**src/rtl/rpn_postfix_converter_if.sv**
```systemverilog
// Token bus between the infix source, the postfix converter and the RPN core.
// master = converter side; slave = the source/sink environment.
interface rpn_postfix_converter_if #(parameter int WIDTH = 32);
    logic             input_stb;
    logic [WIDTH-1:0] input_data;
    logic             is_input_operator;
    logic             input_ack;
    logic             output_stb;
    logic [WIDTH-1:0] output_data;
    logic             is_output_operator;
    logic             output_ack;

    modport master (
        input  input_stb, input_data, is_input_operator, output_ack,
        output input_ack, output_stb, output_data, is_output_operator
    );

    modport slave (
        output input_stb, input_data, is_input_operator, output_ack,
        input  input_ack, output_stb, output_data, is_output_operator
    );
endinterface

```
**src/rtl/rpn_postfix_converter.sv**
```systemverilog
// Shunting-yard infix->postfix converter; parentheses enabled by RPN_CONV_PAREN_EN.
// Latency: number in cycle N -> output_stb in N+2; input_ack 2 cycles after output_ack.
// Backpressure: output_stb/data held until output_ack; input held until input_ack pulse.
module rpn_postfix_converter #(
    parameter  int WIDTH = 32,
    parameter  int DEPTH = 16,
    localparam int CW    = $clog2(DEPTH + 1)
) (
    input  logic                   CLK,
    input  logic                   RST,
    rpn_postfix_converter_if.master bus,
    output logic [CW-1:0]          stack_count,
    output logic                   overflow_err,
    output logic                   syntax_err
);
    typedef enum logic [2:0] {IDLE, CMP, EMIT, WAIT, PUSH, FLUSH, DONE} state_t;

    localparam int         IW    = (DEPTH > 1) ? $clog2(DEPTH) : 1;
    localparam logic [2:0] OP_EQ = 3'b100;
`ifdef RPN_CONV_PAREN_EN
    localparam logic [2:0] OP_LP = 3'b110;
    localparam logic [2:0] OP_RP = 3'b111;
`endif

    state_t           state, state_n, ret, ret_n;
    logic [2:0]       tok, tok_n;
    logic [2:0]       stack [DEPTH];
    logic [2:0]       top;
    logic [CW-1:0]    count_n;
    logic [WIDTH-1:0] out_data_n;
    logic             out_op_n, out_stb_n, in_ack_n, ovf_n, push_en;
`ifdef RPN_CONV_PAREN_EN
    logic             syn_n;
`endif

    function automatic logic [1:0] prec(input logic [2:0] c);
        case (c)
            3'b001, 3'b101: prec = 2'd2;
            3'b010, 3'b011: prec = 2'd1;
            default:        prec = 2'd0;
        endcase
    endfunction

    assign top = stack[IW'(stack_count - CW'(1))];

    always_comb begin
        state_n    = state;
        ret_n      = ret;
        tok_n      = tok;
        count_n    = stack_count;
        out_data_n = bus.output_data;
        out_op_n   = bus.is_output_operator;
        out_stb_n  = bus.output_stb;
        in_ack_n   = 1'b0;
        ovf_n      = overflow_err;
        push_en    = 1'b0;
`ifdef RPN_CONV_PAREN_EN
        syn_n      = syntax_err;
`endif
        case (state)
            IDLE: if (bus.input_stb && !bus.input_ack) begin
                tok_n = bus.input_data[2:0];
                if (!bus.is_input_operator) begin
                    out_data_n = bus.input_data;
                    out_op_n   = 1'b0;
                    ret_n      = DONE;
                    state_n    = EMIT;
                end else begin
                    case (bus.input_data[2:0])
                        3'b001, 3'b010, 3'b011, 3'b101: state_n = CMP;
                        OP_EQ:                          state_n = FLUSH;
`ifdef RPN_CONV_PAREN_EN
                        OP_LP:                          state_n = PUSH;
                        OP_RP:                          state_n = CMP;
`endif
                        default:                        state_n = DONE;
                    endcase
                end
            end
            CMP: begin
`ifdef RPN_CONV_PAREN_EN
                // ')' unwinds to the matching '(' which is dropped silently
                if (tok == OP_RP) begin
                    if (stack_count == '0) begin
                        syn_n   = 1'b1;
                        state_n = DONE;
                    end else if (top == OP_LP) begin
                        count_n = stack_count - CW'(1);
                        state_n = DONE;
                    end else begin
                        out_data_n = WIDTH'(top);
                        out_op_n   = 1'b1;
                        count_n    = stack_count - CW'(1);
                        ret_n      = CMP;
                        state_n    = EMIT;
                    end
                end else
`endif
                if (stack_count != '0 && prec(top) >= prec(tok)) begin
                    out_data_n = WIDTH'(top);
                    out_op_n   = 1'b1;
                    count_n    = stack_count - CW'(1);
                    ret_n      = CMP;
                    state_n    = EMIT;
                end else begin
                    state_n = PUSH;
                end
            end
            PUSH: begin
                if (stack_count == CW'(DEPTH)) begin
                    ovf_n = 1'b1;
                end else begin
                    push_en = 1'b1;
                    count_n = stack_count + CW'(1);
                end
                state_n = DONE;
            end
            FLUSH: begin
                if (stack_count != '0) begin
                    count_n = stack_count - CW'(1);
`ifdef RPN_CONV_PAREN_EN
                    if (top == OP_LP) syn_n = 1'b1;
                    else
`endif
                    begin
                        out_data_n = WIDTH'(top);
                        out_op_n   = 1'b1;
                        ret_n      = FLUSH;
                        state_n    = EMIT;
                    end
                end else begin
                    out_data_n = WIDTH'(OP_EQ);
                    out_op_n   = 1'b1;
                    ret_n      = DONE;
                    state_n    = EMIT;
                end
            end
            EMIT: begin
                out_stb_n = 1'b1;
                state_n   = WAIT;
            end
            WAIT: if (bus.output_ack) begin
                out_stb_n = 1'b0;
                state_n   = ret;
            end
            DONE: begin
                in_ack_n = 1'b1;
                state_n  = IDLE;
            end
            default: state_n = IDLE;
        endcase
    end

    always_ff @(posedge CLK or posedge RST) begin
        if (RST) begin
            state                  <= IDLE;
            ret                    <= IDLE;
            tok                    <= '0;
            stack_count            <= '0;
            overflow_err           <= 1'b0;
            bus.output_data        <= '0;
            bus.is_output_operator <= 1'b0;
            bus.output_stb         <= 1'b0;
            bus.input_ack          <= 1'b0;
        end else begin
            state                  <= state_n;
            ret                    <= ret_n;
            tok                    <= tok_n;
            stack_count            <= count_n;
            overflow_err           <= ovf_n;
            bus.output_data        <= out_data_n;
            bus.is_output_operator <= out_op_n;
            bus.output_stb         <= out_stb_n;
            bus.input_ack          <= in_ack_n;
        end
    end

`ifdef RPN_CONV_PAREN_EN
    always_ff @(posedge CLK or posedge RST) begin
        if (RST) syntax_err <= 1'b0;
        else     syntax_err <= syn_n;
    end
`else
    assign syntax_err = 1'b0;
`endif

    // Stack storage needs no reset: stack_count alone defines what is valid
    always_ff @(posedge CLK) begin
        if (push_en) stack[IW'(stack_count)] <= tok;
    end
endmodule
```
**src/flat_wrapper.sv**
```systemverilog
// flat-port wrapper written by rule: the top's interface ports become plain ports
module rpn_postfix_converter_flat 
#(
    parameter  int WIDTH = 32,
    parameter  int DEPTH = 16,
    localparam int CW    = $clog2(DEPTH + 1)
)
  (CLK, RST, stack_count, overflow_err, syntax_err, bus_input_stb, bus_input_data, bus_is_input_operator, bus_output_ack, bus_input_ack, bus_output_stb, bus_output_data, bus_is_output_operator);
  rpn_postfix_converter_if #(.WIDTH(WIDTH)) bus_i ();
  input  logic CLK;
  input  logic RST;
  output logic [CW-1:0] stack_count;
  output logic overflow_err;
  output logic syntax_err;
  input wire logic [$bits(bus_i.input_stb)-1:0] bus_input_stb;
  input wire logic [$bits(bus_i.input_data)-1:0] bus_input_data;
  input wire logic [$bits(bus_i.is_input_operator)-1:0] bus_is_input_operator;
  input wire logic [$bits(bus_i.output_ack)-1:0] bus_output_ack;
  output wire logic [$bits(bus_i.input_ack)-1:0] bus_input_ack;
  output wire logic [$bits(bus_i.output_stb)-1:0] bus_output_stb;
  output wire logic [$bits(bus_i.output_data)-1:0] bus_output_data;
  output wire logic [$bits(bus_i.is_output_operator)-1:0] bus_is_output_operator;
  assign bus_i.input_stb = bus_input_stb;
  assign bus_i.input_data = bus_input_data;
  assign bus_i.is_input_operator = bus_is_input_operator;
  assign bus_i.output_ack = bus_output_ack;
  assign bus_input_ack = bus_i.input_ack;
  assign bus_output_stb = bus_i.output_stb;
  assign bus_output_data = bus_i.output_data;
  assign bus_is_output_operator = bus_i.is_output_operator;
  rpn_postfix_converter #(.WIDTH(WIDTH), .DEPTH(DEPTH)) u_core (.CLK(CLK), .RST(RST), .bus(bus_i), .stack_count(stack_count), .overflow_err(overflow_err), .syntax_err(syntax_err));
endmodule
```
**config.mk**
```make
export PLATFORM = sky130hd
export DESIGN_NAME = rpn_postfix_converter_flat
export DESIGN_NICKNAME = d
export VERILOG_FILES = /design/src/rtl/rpn_postfix_converter_if.sv /design/src/rtl/rpn_postfix_converter.sv /design/src/flat_wrapper.sv
export SDC_FILE = /design/constraint.sdc
export NUM_CORES = 1
export LEC_CHECK = 0
export CAP_MARGIN = 10
export CELL_PAD_IN_SITES_DETAIL_PLACEMENT = 1
export CELL_PAD_IN_SITES_GLOBAL_PLACEMENT = 1
export CORE_MARGIN = 3
export CORE_UTILIZATION = 25
export CTS_CLUSTER_DIAMETER = 60
export DETAILED_ROUTE_END_ITERATION = 8
export PLACE_DENSITY = 0.57
export RECOVER_POWER = 25
export SLEW_MARGIN = 0
export SYNTH_ARGS = -nofsm -noshare
export SYNTH_HDL_FRONTEND = slang
export SYNTH_SLANG_ARGS = --single-unit
```
**constraint.sdc**
```tcl
create_clock -name CLK -period 3.95 [get_ports CLK]
set_clock_uncertainty 0.2 [all_clocks]
set_input_delay 0.395 -clock CLK [delete_from_list [all_inputs] [get_ports CLK]]
set_output_delay 0.395 -clock CLK [all_outputs]
set_load 0.05 [all_outputs]
```
==> results of run 1 <==
-- final cells by class --
| class | instances | area (um2) |
|---|---|---|
| Multi-Input combinational cell | 232 | 1600 |
| Clock inverter | 7 | 93.8 |
| Tap cell | 225 | 282 |
| Timing Repair Buffer | 83 | 828 |
| Inverter | 9 | 33.8 |
| Clock buffer | 9 | 225 |
| Fill cell | 1877 | 11600 |
| Sequential cell | 98 | 2690 |
-- power by group --
part           switching [mW]  internal (mW)
logic                    1.66           1.02
clock network           0.427          0.509
registers               0.313           1.40
total                    2.40           2.94
-- final timing paths --
check                                                  startpoint  slack [ns]                                     to  depth (start not counted)
worst min-delay path              u_core.overflow_err$_DFFE_PP0P_        0.29        u_core.overflow_err$_DFFE_PP0P_                          1
worst max-delay path            u_core.stack_count[1]$_DFFE_PP0P_        0.31  u_core.bus.output_data[0]$_DFFE_PP0P_                         13
worst min register to register    u_core.overflow_err$_DFFE_PP0P_        0.29        u_core.overflow_err$_DFFE_PP0P_                          1
worst max register to register  u_core.stack_count[1]$_DFFE_PP0P_        0.31  u_core.bus.output_data[0]$_DFFE_PP0P_                         13
max in group asynchronous                                     RST        1.90              u_core.ret[2]$_DFFE_PP0P_                          3
min in group asynchronous                                     RST        0.68  u_core.bus.output_data[3]$_DFFE_PP0P_                          2
-- registers in the layout, indices dropped and copies added, names as in the netlist --
name,cells
u_core.overflow_err,1
u_core.state,3
u_core.bus.is_output_operator,1
u_core.ret,3
u_core.stack_count,5
u_core.bus.output_data,32
u_core.tok,3
u_core.stack,48
u_core.bus.input_ack,1
u_core.bus.output_stb,1
-- per-stage QoR --
stage	instance area, um2	utilization (%)
after CTS	5750	33.1
final	5750	33.1
after global routing	5750	33.1
after detailed placement	5430	31.3
after global placement	5430	31.3
after floorplan	4440	-
-- synth_stat cells, drive strengths merged, types with 3 or more instances --
master   n  share of area (%)
nor2b    6               0.84
mux4    12                6.8
xnor2    4               0.79
mux2     5                1.3
nor3     4               0.68
clkbuf   6               0.51
a21o     3               0.51
ha       6                1.7
nand2   76                6.6
nor2    24                2.2
edfxtp  48                 32
a21oi    6               0.68
mux2i    7                1.6
dfrtp   50                 28
buf     14                2.3
a31oi    3               0.42
nand2b   5               0.70
inv      9               0.76
and2     3               0.48
o21ai   38                4.4
-- cell families after synthesis --
logic type                 Yosys count  synth area share [%]
AOI/OAI and AO/OA                   67                  9.18
xor gates and xnor gates             6                  1.60
adders and majority gates            6                  1.69
buffers and inverters               29                  3.58
DFF                                 98                  60.6
muxes                               24                  9.68
other                                1                0.0844
and+or+nand+nor                    128                  13.6
-- layer usage --
layer  vias to the layer above  share of wire (%)
met2                        75                 44
met5                         -                  0
met3                         8                7.6
met1                      1489                 47
li1                       1427                  -
met4                         0                1.0
==> results.py, run 1 <==
metrics = {
    "clock_network": {
        "cts_num_sinks": 98,
        "cts.clk_slew.worst_paths_ns": 0.07,
        "cts.repair.resized": 0,
        "cts_setup_buffers": 0,
        "htreeDepth": 3,
        "cts_buffers": 9,
        "cts_tree": "built",
        "cts_root_buffer": "clkbuf_16",
        "ctsHoldBuffers": 0,
        "clk_latency_ns": 0.35,
        "clockBufferDepth": 2,
    },
    "setup_path": {
        "startpoint_type": "flip-flop",
        "worst-path-max-fanout": 32,
        "cpMostUsedCell": "ha_1",
        "critPathMaxStageDelay_ns": 0.49,
        "endpoint_kind": "flip-flop",
        "critical_path_buf_inv_count": 2,
        "cp_slowest_cell": "dfrtp_1",
        "crit_arrival_ns": 3.67,
        "required_ns": 3.98,
        "crit_family": "compound AO/OA/AOI/OAI gates",
        "crit_path_cell_trace": "inv_1 -> ha_1 -> buf_12 -> mux4_2 -> mux2i_1 -> mux2_2 -> nand2_1 -> ha_1 -> nand2b_1 -> a21oi_2 -> o21ai_2 -> and2_4 -> o32a_1",
        "critPathKind": "flip-flop to flip-flop",
    },
    "synth": {
        "ys_async_sr_fraction_pct": 51.0,
        "ys_seq_area_share_pct": 60.6,
        "synth_cells": 359,
        "ys_types": 58,
        "yosys_warnings": 0,
        "synth_nets": 402,
        "synth_edf_count": 48,
        "synthFlopType": "dfrtp_1",
        "synth_area_um2": 4440,
        "avgSynthCellArea_um2": 12.4,
        "ys_ff_latch": 98,
    },
    "detailed_routing": {
        "vias": 2999,
        "wl_per_cell_um": 17.3,
        "drc_errors": 0,
        "routed_via_density": 4.52,
        "ant_nets": 0,
        "drtPass1Iterations": 4,
        "drt-initial-drc-count": 140,
        "wirelength_mm": 11.4,
    },
    "pwr": {
        "vdd_drop_max_mv": 0.380,
        "powerDensity_nw_per_um2": 927,
        "power_mw": 5.33,
        "leakage_nw": 2.17,
    },
    "sta": {
        "slew_headroom_pct": 9.32,
        "setup-tns-final_ns": 0,
        "fin_crit_ns": 3.64,
        "rsz0062_at_grt": "no",
        "worst_slack_ns": 0.312,
        "setup_violations": 0,
        "fin_hold_ws_ns": 0.286,
        "tightest_slew_ns": 1.36,
        "maxSlewViolCount": 0,
        "max_freq_ghz": 0.275,
        "finalHoldViolations": 0,
        "post-route-period-util_pct": 92.1,
    },
    "global_route": {
        "grt_pass1_wl_mm": 18.4,
        "grt_max_degree": 34,
        "antenna_found_initial": 0,
        "grtUsageTotal_pct": 11.9,
        "grt_use_met3_pct": 5.12,
        "grt_overflow": 0,
        "first_global_vias": 3176,
        "grt-busiest-layer": "met2",
        "use_met2_pct": 17.7,
        "use_met1_pct": 16.2,
    },
    "finish": {
        "instances_no_fill": 663,
        "nets": 476,
        "drive_gt1_share_pct": 8.90,
        "diodes": 0,
        "final_common_cell": "clkdlybuf4s50_1",
        "final_cell_mix": "clkdlybuf4s50_1, nand2_1, dfrtp_1",
        "syn_to_final_growth_pct": 29.4,
    },
    "place": {
        "dp_hpwl_mm": 7.99,
        "gp_congestion": 0.774,
        "place_ws_ns": 0.174,
        "place_inst": 647,
        "port-buffer-count": 77,
    },
    "floorplan": {
        "io_pins": 79,
        "die_w_um": 139,
        "initial_core_util_pct": 25.6,
        "rows": 48,
        "die_area_um2": 19400,
        "die_h_um": 139,
        "core-area_um2": 17400,
    },
    "job": {
        "maxCapViolCount": 0,
    },
    "min_path": {
        "holdCritPathClass": "flip-flop to flip-flop",
    },
    "outcome": {
        "status": "finished clean",
    },
}
Power figures use the tool's default switching activity.
==> run 2, diff against run 1 <==
Settings changed: CORE_ASPECT_RATIO set to 0.5.
==> run 2 against run 1 <==
  * Non-clock buffer count rose by 4
  * Total power shrank 0.50%
  * Highest routed layer unchanged
  * Die area grew 0.50%
==> results.py, run 2 (synthesis gave the netlist of run 1 again) <==
metrics = {
    "clock_network": {
        "cts.repair.resized": 0,
        "cts_setup_buffers": 0,
        "cts_root_buffer": "clkbuf_16",
        "cts.clk_slew.worst_paths_ns": 0.07,
        "ctsHoldBuffers": 0,
        "cts_num_sinks": 98,
        "cts_tree": "built",
        "htreeDepth": 3,
        "cts_buffers": 9,
        "clockBufferDepth": 2,
        "clk_latency_ns": 0.34,
    },
    "sta": {
        "slew_headroom_pct": 7.44,
        "tightest_slew_ns": 1.39,
        "setup_violations": 0,
        "fin_hold_ws_ns": 0.292,
        "post-route-period-util_pct": 90.2,
        "fin_crit_ns": 3.56,
        "maxSlewViolCount": 0,
        "setup-tns-final_ns": 0,
        "finalHoldViolations": 0,
        "max_freq_ghz": 0.281,
        "rsz0062_at_grt": "no",
    },
    "finish": {
        "top_regs": "u_core.stack x48, u_core.bus.output_data x32, u_core.stack_count x5",
        "fillers": 1861,
        "final_common_cell": "clkdlybuf4s50_1",
        "diodes": 0,
        "fin_util_pct": 34.1,
        "regMostFlops": "u_core.stack",
        "syn_to_final_growth_pct": 29.6,
        "nets": 480,
        "drive_gt1_share_pct": 9.50,
        "final_cell_mix": "clkdlybuf4s50_1, nand2_1, dfrtp_1",
        "design_area_um2": 5760,
        "largest_reg_flops": 48,
    },
    "global_route": {
        "antenna_found_initial": 0,
        "grt_use_met3_pct": 4.33,
        "grtUsageTotal_pct": 12.4,
        "grt-busiest-layer": "met2",
        "use_met1_pct": 16.9,
        "use_met2_pct": 19.1,
        "grt_pass1_wl_mm": 18.8,
        "grt_overflow": 0,
        "first_global_vias": 3205,
        "grt_max_degree": 35,
    },
    "setup_path": {
        "endpoint_kind": "flip-flop",
        "reg2reg_depth": 13,
        "required_ns": 3.97,
        "critPathMaxStageDelay_ns": 0.41,
        "worst-path-max-fanout": 32,
        "cpMostUsedCell": "ha_1",
        "critPathKind": "flip-flop to flip-flop",
        "startpoint_type": "flip-flop",
        "regToRegSetupSlack_ns": 0.39,
        "crit_path_cell_trace": "inv_1 -> ha_1 -> buf_12 -> mux4_2 -> mux2i_1 -> mux2_2 -> nand2_1 -> ha_1 -> nand2b_1 -> a21oi_1 -> o21ai_2 -> and2_4 -> o32a_1",
        "crit_arrival_ns": 3.58,
        "cp_slowest_cell": "a21oi_1",
    },
    "pwr": {
        "power.share.sequential_pct": 31.9,
        "clockPowerShare_pct": 16.9,
        "combPwrFrac_pct": 51.1,
        "leakage_nw": 2.18,
        "vdd_drop_max_mv": 0.292,
        "switchingPower_mw": 2.36,
        "internal_power_mw": 2.94,
        "powerDensity_nw_per_um2": 921,
        "switching_share_pct": 44.5,
    },
    "detailed_routing": {
        "routed_via_density": 4.62,
        "wl_per_cell_um": 17.5,
        "drt-initial-drc-count": 118,
        "drc_errors": 0,
        "wirelength_mm": 11.7,
        "ant_nets": 0,
        "vias": 3088,
        "drtPass1Iterations": 4,
    },
    "job": {
        "maxCapViolCount": 0,
    },
    "floorplan": {
        "rows": 33,
        "initial_core_util_pct": 26.3,
        "die_w_um": 195,
        "die_area_um2": 19500,
        "core-area_um2": 16900,
        "io_pins": 79,
        "die_h_um": 100,
    },
    "place": {
        "port-buffer-count": 77,
        "dp_hpwl_mm": 8.24,
        "gp_congestion": 0.763,
        "dpl-instance-area_um2": 5460,
    },
    "min_path": {
        "min_path_cells": 1,
        "holdCritPathClass": "flip-flop to flip-flop",
    },
    "outcome": {
        "status": "finished clean",
    },
}
[run 2: area by class of cell]
type                            count  area (um2)  share of cell area, %
Tap cell                          227         284                   4.93
Sequential cell                    98        2690                   46.7
Clock buffer                        9         225                   3.91
Multi-Input combinational cell    232        1590                   27.6
Timing Repair Buffer               87         858                   14.9
Clock inverter                      7        73.8                   1.28
Inverter                            9        33.8                  0.586
[run 2: final timing paths]
check                                                          start                                   endpoint
hold reg to reg            u_core.bus.is_output_operator$_DFFE_PP0P_  u_core.bus.is_output_operator$_DFFE_PP0P_
setup / recovery                   u_core.stack_count[0]$_DFFE_PP0P_      u_core.bus.output_data[0]$_DFFE_PP0P_
hold / removal             u_core.bus.is_output_operator$_DFFE_PP0P_  u_core.bus.is_output_operator$_DFFE_PP0P_
min in group asynchronous                                        RST     u_core.bus.output_data[28]$_DFFE_PP0P_
setup reg to reg                   u_core.stack_count[0]$_DFFE_PP0P_      u_core.bus.output_data[0]$_DFFE_PP0P_
max in group asynchronous                                        RST                  u_core.tok[2]$_DFFE_PP0P_
[run 2: power groups by stage]
stage               combinational [mW]  sequential, mW  clock [mW]
floorplan                         1.25            2.30           0
global placement                  2.71            1.72           0
detailed placement                2.73            1.72           0
CTS                               2.75            1.70       0.922
global route                      2.94            1.74       0.969
finish                            2.71            1.69       0.898
[run 2: critical path: cells and delay by family (launching register included)]
kind,cells,cell delay [ns]
flops,1,0.34
fa+ha+maj,2,0.67
buf+inv,2,0.24
compound gates,3,0.88
simple gates,3,0.50
mux,3,0.61
[run 2: stage by stage]
step	power [mW]	cells	setup WS, ns
finish	5.30	669	0.388
global route	5.65	669	0.147
CTS	5.37	669	0.343
detailed placement	4.45	653	0.404
global placement	4.43	653	0.444
floorplan	3.56	359	0.0735
[run 2: metal layers]
| metal | part of all wire, % | vias to the layer above | wire length [um] |
|---|---|---|---|
| met5 | 0 | - | 0 |
| met4 | 0.75 | 0 | 88 |
| met3 | 6.2 | 8 | 722 |
| met2 | 46 | 72 | 5380 |
| met1 | 47 | 1566 | 5530 |
| li1 | - | 1442 | - |
